### config.mk
export PLATFORM = sky130hd
export DESIGN_NAME = ff_delay_line_flat
export DESIGN_NICKNAME = d
export VERILOG_FILES = /design/src/rtl/ff_delay_line_if.sv /design/src/rtl/ff_delay_line.sv /design/src/flat_wrapper.sv
export SDC_FILE = /design/constraint.sdc
export NUM_CORES = 1
export LEC_CHECK = 0
export CAP_MARGIN = 5
export CORE_MARGIN = 3
export CORE_UTILIZATION = 50
export DETAILED_ROUTE_END_ITERATION = 10
export HOLD_SLACK_MARGIN = 0.1
export PLACE_DENSITY = 0.71
export SLEW_MARGIN = 15
export SYNTH_ARGS = -nofsm -noshare
export SYNTH_HDL_FRONTEND = slang
export SYNTH_SLANG_ARGS = --single-unit
### constraint.sdc
create_clock -name clk -period 14.5 [get_ports clk]
set_input_delay 2.9 -clock clk [delete_from_list [all_inputs] [get_ports clk]]
set_output_delay 2.9 -clock clk [all_outputs]
set_load 0.1 [all_outputs]
### src/rtl/ff_delay_line_if.sv
// ff_delay_line_if: data/control/config bundle for the delay line.
// master drives data_in/valid_in/data_init/control/config and reads data_out/valid_out/occupancy.
interface ff_delay_line_if #(
  parameter int WIDTH = 32,
  parameter int DEPTH = 8
);
  localparam int DW = $clog2(DEPTH + 1);

  logic [WIDTH-1:0] io_data_in;
  logic             io_valid_in;
  logic [WIDTH-1:0] io_data_init;
  logic             io_control_enable;
  logic             io_control_flush;
  logic [DW-1:0]    io_config_delay;
  logic [WIDTH-1:0] io_data_out;
  logic             io_valid_out;
  logic [DW-1:0]    io_occupancy;

  modport master (
    output io_data_in,
    output io_valid_in,
    output io_data_init,
    output io_control_enable,
    output io_control_flush,
    output io_config_delay,
    input  io_data_out,
    input  io_valid_out,
    input  io_occupancy
  );

  modport slave (
    input  io_data_in,
    input  io_valid_in,
    input  io_data_init,
    input  io_control_enable,
    input  io_control_flush,
    input  io_config_delay,
    output io_data_out,
    output io_valid_out,
    output io_occupancy
  );
endinterface

### src/rtl/ff_delay_line.sv
// ff_delay_line: stallable, flushable delay line with runtime tap 0..DEPTH.
// Ports: clk, reset (async, active-high), bus (ff_delay_line_if.slave).
module ff_delay_line #(
  parameter int               WIDTH = 32,
  parameter int               DEPTH = 8,
  parameter logic [WIDTH-1:0] INIT  = '0
) (
  input  logic             clk,
  input  logic             reset,
  ff_delay_line_if.slave   bus
);
  localparam int DW = $clog2(DEPTH + 1);

  logic [WIDTH-1:0] data_q [DEPTH];
  logic [WIDTH-1:0] data_d [DEPTH];
  logic [DEPTH-1:0] vld_q;
  logic [DEPTH-1:0] vld_d;
  logic [DW-1:0]    dly;
  logic [WIDTH-1:0] data_o;
  logic             valid_o;
  logic [DW-1:0]    occ_o;

  // Next state: flush beats enable beats hold.
  always_comb begin
    vld_d = vld_q;
    for (int i = 0; i < DEPTH; i++) begin
      data_d[i] = data_q[i];
    end
    if (bus.io_control_flush) begin
      vld_d = '0;
      for (int i = 0; i < DEPTH; i++) begin
        data_d[i] = bus.io_data_init;
      end
    end else if (bus.io_control_enable) begin
      data_d[0] = bus.io_data_in;
      vld_d[0]  = bus.io_valid_in;
      for (int i = 1; i < DEPTH; i++) begin
        data_d[i] = data_q[i-1];
        vld_d[i]  = vld_q[i-1];
      end
    end
  end

  always_ff @(posedge clk or posedge reset) begin
    if (reset) begin
      vld_q <= '0;
      for (int i = 0; i < DEPTH; i++) begin
        data_q[i] <= INIT;
      end
    end else begin
      vld_q <= vld_d;
      for (int i = 0; i < DEPTH; i++) begin
        data_q[i] <= data_d[i];
      end
    end
  end

  // Out-of-range delays saturate to the last physical stage.
  always_comb begin
    if (bus.io_config_delay > DW'(DEPTH)) begin
      dly = DW'(DEPTH);
    end else begin
      dly = bus.io_config_delay;
    end
  end

  // d=0 bypasses the registers entirely.
  always_comb begin
    data_o  = bus.io_data_in;
    valid_o = bus.io_valid_in;
    occ_o   = '0;
    for (int i = 0; i < DEPTH; i++) begin
      if (dly == DW'(i + 1)) begin
        data_o  = data_q[i];
        valid_o = vld_q[i];
      end
      if (DW'(i) < dly) begin
        occ_o = occ_o + DW'(vld_q[i]);
      end
    end
  end

  assign bus.io_data_out  = data_o;
  assign bus.io_valid_out = valid_o;
  assign bus.io_occupancy = occ_o;
endmodule

### src/flat_wrapper.sv
// flat-port wrapper written by rule: the top's interface ports become plain ports
module ff_delay_line_flat 
#(
  parameter int               WIDTH = 32,
  parameter int               DEPTH = 8,
  parameter logic [WIDTH-1:0] INIT  = '0
)
  (clk, reset, bus_io_data_in, bus_io_valid_in, bus_io_data_init, bus_io_control_enable, bus_io_control_flush, bus_io_config_delay, bus_io_data_out, bus_io_valid_out, bus_io_occupancy);
  ff_delay_line_if #(.WIDTH(WIDTH), .DEPTH(DEPTH)) bus_i ();
  input  logic clk;
  input  logic reset;
  input wire logic [$bits(bus_i.io_data_in)-1:0] bus_io_data_in;
  input wire logic [$bits(bus_i.io_valid_in)-1:0] bus_io_valid_in;
  input wire logic [$bits(bus_i.io_data_init)-1:0] bus_io_data_init;
  input wire logic [$bits(bus_i.io_control_enable)-1:0] bus_io_control_enable;
  input wire logic [$bits(bus_i.io_control_flush)-1:0] bus_io_control_flush;
  input wire logic [$bits(bus_i.io_config_delay)-1:0] bus_io_config_delay;
  output wire logic [$bits(bus_i.io_data_out)-1:0] bus_io_data_out;
  output wire logic [$bits(bus_i.io_valid_out)-1:0] bus_io_valid_out;
  output wire logic [$bits(bus_i.io_occupancy)-1:0] bus_io_occupancy;
  assign bus_i.io_data_in = bus_io_data_in;
  assign bus_i.io_valid_in = bus_io_valid_in;
  assign bus_i.io_data_init = bus_io_data_init;
  assign bus_i.io_control_enable = bus_io_control_enable;
  assign bus_i.io_control_flush = bus_io_control_flush;
  assign bus_i.io_config_delay = bus_io_config_delay;
  assign bus_io_data_out = bus_i.io_data_out;
  assign bus_io_valid_out = bus_i.io_valid_out;
  assign bus_io_occupancy = bus_i.io_occupancy;
  ff_delay_line #(.WIDTH(WIDTH), .DEPTH(DEPTH), .INIT(INIT)) u_core (.clk(clk), .reset(reset), .bus(bus_i));
endmodule
==> results.py, run 1 <==
metrics = {
    "placed_design": {
        "hpwl_mm": 24.6,
        "placed_area_um2": 16600,
        "portBuffers": 109,
        "finalWeightedCongestion": 0.814,
    },
    "synth": {
        "synth_cell_types": 62,
        "synth_top_area_share_pct": 42.4,
        "yosys_warnings": 0,
        "syn_inst": 1795,
        "synth.area.top_cells": "dfrtp_1 42%, a211oi_1 12%, nor2b_1 12%",
        "synth_edf_count": 0,
        "synth_top_cell_by_area": "dfrtp_1",
        "syn_area_um2": 15600,
        "synth-seq-cells": 264,
        "yosys_most_used_dff": "dfrtp_1",
        "syn_nets": 1881,
        "synth_seq_area_share_pct": 42.4,
        "synth.avg_cell_area_um2": 8.69,
        "ys_async_sr_fraction_pct": 100,
    },
    "die": {
        "chipWidth_um": 183,
        "die_h_um": 183,
        "fp.coreArea_um2": 30700,
        "initial_core_util_pct": 50.8,
        "io_pins": 110,
        "fp.dieArea_um2": 33300,
        "rows": 64,
    },
    "drt": {
        "wl_per_cell_um": 19.0,
        "vias": 13300,
        "vias_per_cell": 6.08,
        "ant_nets": 0,
        "route.detailed.drc": 0,
        "wirelength_mm": 41.5,
        "first_pass_iters": 8,
        "drtIter0Drc": 1159,
    },
    "pwr": {
        "p_per_area_nw_per_um2": 115,
        "power_leakage_nw": 6.77,
        "peakVddDrop_mv": 0.0847,
    },
    "layout": {
        "fin_util_pct": 57.1,
        "nets": 1857,
        "final-seq-area_um2": 6610,
        "syn_to_final_growth_pct": 12.2,
        "drive_above_1_share_pct": 5.52,
        "insertedDiodeCount": 0,
        "final_cell_mix": "341 x nor2_1, 295 x nor2b_1, 264 x dfrtp_1",
        "multi_input_area_um2": 8210,
        "finalInstanceArea_um2": 17500,
        "mostFrequentLayoutCell": "nor2_1",
        "fillCellCount": 2718,
    },
    "timing": {
        "setup_viol": 0,
        "maxSlewHeadroom_pct": 28.2,
        "fin_crit_ns": 12.22,
        "tightest_slew_ns": 1.08,
        "final_hold_viol_count": 0,
        "skew_ns": 0.00628,
        "tns_ns": 0,
        "fmax_ghz": 0.0818,
        "grt_setup_unrepaired": "false",
        "slew_viol_final": 0,
        "fin_crit_sh_pct": 84.3,
    },
    "global_route": {
        "grt_use_total_pct": 24.5,
        "grt_max_degree": 231,
        "grt_remaining_overflow": 0,
        "grt_pass1_wl_mm": 67.8,
        "grt_pass1_vias": 12709,
        "antenna_found_initial": 1,
    },
    "clock_network": {
        "cts.clk_slew.worst_paths_ns": 0.06,
        "hold_buffers": 0,
        "h-tree-depth": 1,
        "clockBufferDepth": 3,
        "cts_tree": "built",
        "numCtsBuffers": 29,
        "clkSinkCount": 264,
        "postCtsSetupBuffers": 0,
        "cts_resized": 0,
        "clk_latency_ns": 0.55,
        "root_buffer": "clkbuf_16",
    },
    "critical_path": {
        "cp_max_fo": 73,
        "crit_type": "in -> out",
        "cp.required_ns": 11.60,
        "critical_path.startpoint_type": "input pin",
        "cp-end-kind": "output port",
        "crit_arrival_ns": 9.32,
        "reg2reg_from": "u_core.data_q[209]",
        "worstSetupStartpoint": "bus_io_config_delay[1]",
    },
    "hold_path": {
        "hold_class": "reg -> reg",
        "hp-start": "u_core.data_q[254]",
    },
    "job": {
        "drv_cap": 0,
    },
    "outcome": {
        "status": "completed",
    },
}
==> registers in the layout, indices dropped and copies added, names as in the netlist <==
register and cells:
u_core.data_q 256, u_core.vld_q 8
==> cell usage after synthesis (3+ instances only) <==
master,number
a2111oi_0,8
a211oi_1,259
a21oi_1,69
a221o_1,13
a221oi_1,3
a222oi_1,9
a22oi_1,24
a2bb2oi_1,16
a31oi_1,7
and2_0,3
and2_1,3
buf_1,44
buf_2,29
buf_4,4
clkbuf_1,106
dfrtp_1,264
ha_1,13
inv_1,8
mux2_2,13
mux2i_1,36
mux4_2,3
nand2_1,44
nand2b_1,16
nand3_1,18
nand3b_1,4
nor2_1,341
nor2b_1,297
nor3_1,3
o21ai_0,45
o21ai_1,35
o221ai_1,7
o22a_1,8
o22ai_1,5
xnor2_1,3
xor2_1,4
==> critical path, cell delays in order <==
cell and delay, ns:
buf_4 0.62, nor2_1 0.27, a21boi_0 0.26, ha_1 0.28, o21ai_0 0.09, nand2_1 0.10
ha_1 0.20, ha_1 0.33, nand2_1 0.11, o21ai_0 0.10, a22o_1 0.21, ha_1 0.35
a21o_1 0.18, ha_1 0.30, a221oi_2 0.35, inv_1 0.08, ha_1 0.31, nand2_1 0.06
o21ai_1 0.11, ha_1 0.34, nand2_1 0.07, nand2_1 0.07, ha_1 0.27, mux2_2 0.17
clkdlybuf4s50_1 1.14
==> logic make-up after synthesis <==
family / Yosys count / synth area share (%)
buf+inv: 193 / 5.02
compound gates: 523 / 23.6
flops: 264 / 42.4
simple gates: 741 / 23.6
xor+xnor: 9 / 0.682
mux: 52 / 3.68
fa+ha+maj: 13 / 1.04
==> final timing paths <==
path                       slack (ns)                  end  cells past startpoint
min in group asynchronous        2.87    u_core.data_q[73]                      2
min                              0.52   u_core.data_q[222]                      2
max                              2.28  bus_io_occupancy[1]                     25
max in group asynchronous       10.28   u_core.data_q[223]                      3
min reg2reg                      0.52   u_core.data_q[222]                      2
max reg2reg                     13.42   u_core.data_q[209]                      3
==> through the flow <==
step	cells	setup slack, ns	hold WS [ns]	power (mW)
6_report	2189	2.28	0.525	2.01
5_1_grt	2189	1.98	0.557	2.10
4_1_cts	2189	2.33	0.531	2.02
3_5_place_dp	2136	2.36	0.517	1.31
3_3_place_gp	2136	2.51	0.505	1.30
2_1_floorplan	1795	2.75	0.488	1.19
==> where the power goes <==
part           internal [mW]  switching [mW]  total [mW]
sequential             0.808          0.0558       0.864
combinational          0.158           0.280       0.439
clock                  0.401           0.303       0.704
total                   1.37           0.639        2.01
==> layer usage <==
layer	track usage, %	up-vias	share of wire, %
li1	-	6284	-
met2	37.8	394	45
met5	0	-	0
met1	36.0	6540	46
met3	3.31	82	5.8
met4	7.68	0	3.3
==> layout make-up <==
cell class              instances  share of cell area (%)
multi-input cells            1338                    46.9
flip-flops and latches        264                    37.8
repair buffers                129                    7.21
clock buffers                  43                    4.62
well taps                     396                    2.83
clock inverters                10                   0.429
inverters                       9                   0.236
Power figures use the tool's default switching activity.
==> run 2: changes to the inputs <==
==> constraint.sdc (replaced) <==
create_clock -name clk -period 12.2 [get_ports clk]
set_input_delay 2.44 -clock clk [delete_from_list [all_inputs] [get_ports clk]]
set_output_delay 2.44 -clock clk [all_outputs]
set_load 0.1 [all_outputs]
==> run 2 against run 1 <==
Against the previous run:
- clock skew rose by 0.0086 ns
- die area did not move
- worst hold slack improved by 0.0067 ns
- critical path depth rose by 1
- register-to-register slack got worse by 2.3 ns
- design area rose by 0.57%
- global-route usage rose by 0.36 points
- core utilization rose by 0.33 points
- clock-buffer cell count rose by 1
==> results.py, run 2 (synthesis results as in run 1) <==
metrics = {
    "outcome": {
        "status": "completed",
    },
    "clock_network": {
        "h-tree-depth": 1,
        "postCtsSetupBuffers": 0,
        "hold_buffers": 0,
        "cts.clk_slew.worst_paths_ns": 0.06,
        "root_buffer": "clkbuf_16",
        "clockBufferDepth": 3,
        "cts_tree": "built",
        "numCtsBuffers": 30,
        "cts_resized": 0,
        "clkSinkCount": 264,
        "clk_latency_ns": 0.56,
    },
    "global_route": {
        "grt_use_total_pct": 24.9,
        "grt_max_degree": 221,
        "grt_pass1_vias": 12958,
        "grt_remaining_overflow": 0,
        "antenna_found_initial": 0,
        "grt_pass1_wl_mm": 69.1,
    },
    "timing": {
        "fmax_ghz": 0.0927,
        "fin_crit_ns": 10.78,
        "slew_viol_final": 0,
        "grt_setup_unrepaired": "false",
        "final_hold_viol_count": 0,
        "fin_crit_sh_pct": 88.4,
        "maxSlewHeadroom_pct": 30.9,
        "tns_ns": 0,
        "skew_ns": 0.0149,
        "tightest_slew_ns": 1.04,
        "setup_viol": 0,
    },
    "die": {
        "rows": 64,
        "io_pins": 110,
        "fp.coreArea_um2": 30700,
        "die_h_um": 183,
        "chipWidth_um": 183,
        "fp.dieArea_um2": 33300,
        "initial_core_util_pct": 50.8,
    },
    "pwr": {
        "power_leakage_nw": 6.81,
        "p_per_area_nw_per_um2": 139,
        "peakVddDrop_mv": 0.110,
    },
    "critical_path": {
        "cp-end-kind": "output port",
        "critPathSlowestCell": "buf_4",
        "critical_path.startpoint_type": "input pin",
        "crit_path_frequent_cell": "ha_1",
        "cpLargestDelayFamily": "adder cells",
        "cp.required_ns": 9.76,
        "path_buf_inv": 3,
        "cp_max_fo": 62,
        "crit_arrival_ns": 8.34,
        "max_stage_delay_ns": 0.57,
        "crit_type": "in -> out",
    },
    "layout": {
        "final-seq-area_um2": 6610,
        "insertedDiodeCount": 0,
        "drive_above_1_share_pct": 5.70,
        "nets": 1857,
        "mostFrequentLayoutCell": "nor2_1",
        "top_register": "u_core.data_q",
        "multi_input_area_um2": 8210,
        "largest_reg_flops": 256,
        "instances_no_fill": 2187,
        "syn_to_final_growth_pct": 12.9,
        "fillCellCount": 2713,
        "largestRegisters": "u_core.data_q: 256 flops, u_core.vld_q: 8 flops",
        "final_cell_mix": "341 x nor2_1, 295 x nor2b_1, 264 x dfrtp_1",
        "finalInstanceArea_um2": 17600,
    },
    "drt": {
        "first_pass_iters": 6,
        "route.detailed.drc": 0,
        "vias": 13343,
        "wirelength_mm": 42.3,
        "vias_per_cell": 6.10,
        "drtIter0Drc": 1232,
        "ant_nets": 0,
        "wl_per_cell_um": 19.3,
    },
    "placed_design": {
        "finalWeightedCongestion": 0.838,
        "placed_area_um2": 16600,
        "hpwl_mm": 24.8,
        "portBuffers": 109,
        "dp.cells": 2135,
    },
    "job": {
        "drv_cap": 0,
    },
    "hold_path": {
        "hold_class": "reg -> reg",
    },
}
[run 2: per-stage QoR]
stage	util, %	power [mW]	hold WS, ns	setup slack (ns)
global placement	54.2	1.55	0.504	1.63
detailed placement	54.2	1.56	0.514	1.50
CTS	57.4	2.46	0.532	1.45
finish	57.4	2.44	0.531	1.42
global route	57.4	2.55	0.556	1.06
floorplan	-	1.42	0.488	1.37
[run 2: power breakdown]
group          internal [mW]  switching, mW
combinational          0.187          0.335
sequential             0.961         0.0672
clock                  0.533          0.361
total                   1.68          0.763
[run 2: path summary, 6_finish.rpt]
path / from / end / slack [ns] / cells after the start
max in group asynchronous: reset / u_core.data_q[119] / 7.35 / 4
worst max-delay path: bus_io_config_delay[1] / bus_io_occupancy[3] / 1.42 / 26
worst min-delay path: u_core.data_q[129] / u_core.data_q[97] / 0.53 / 2
worst max register to register: u_core.data_q[49] / u_core.data_q[49] / 11.16 / 3
min in group asynchronous: reset / u_core.data_q[169] / 2.46 / 2
worst min register to register: u_core.data_q[129] / u_core.data_q[97] / 0.53 / 2
[run 2: worst min-delay path, stage by stage (launching register included)]
cell and delay (ns):
dfrtp_1 0.35, a211oi_1 0.07, nor2_1 0.07
[run 2: area by class of cell]
type	instances	share of cell area [%]
Multi-Input combinational cell	1338	46.7
Sequential cell	264	37.5
Timing Repair Buffer	128	7.26
Clock buffer	44	4.97
Tap cell	396	2.82
Clock inverter	8	0.526
Inverter	9	0.235
[run 2: per-layer routing]
layer	vias up	track usage (%)	wire, µm
met5	-	0	0
met4	0	6.52	1020
met3	71	2.91	2180
met2	386	39.2	19600
met1	6615	36.6	19400
li1	6271	-	-
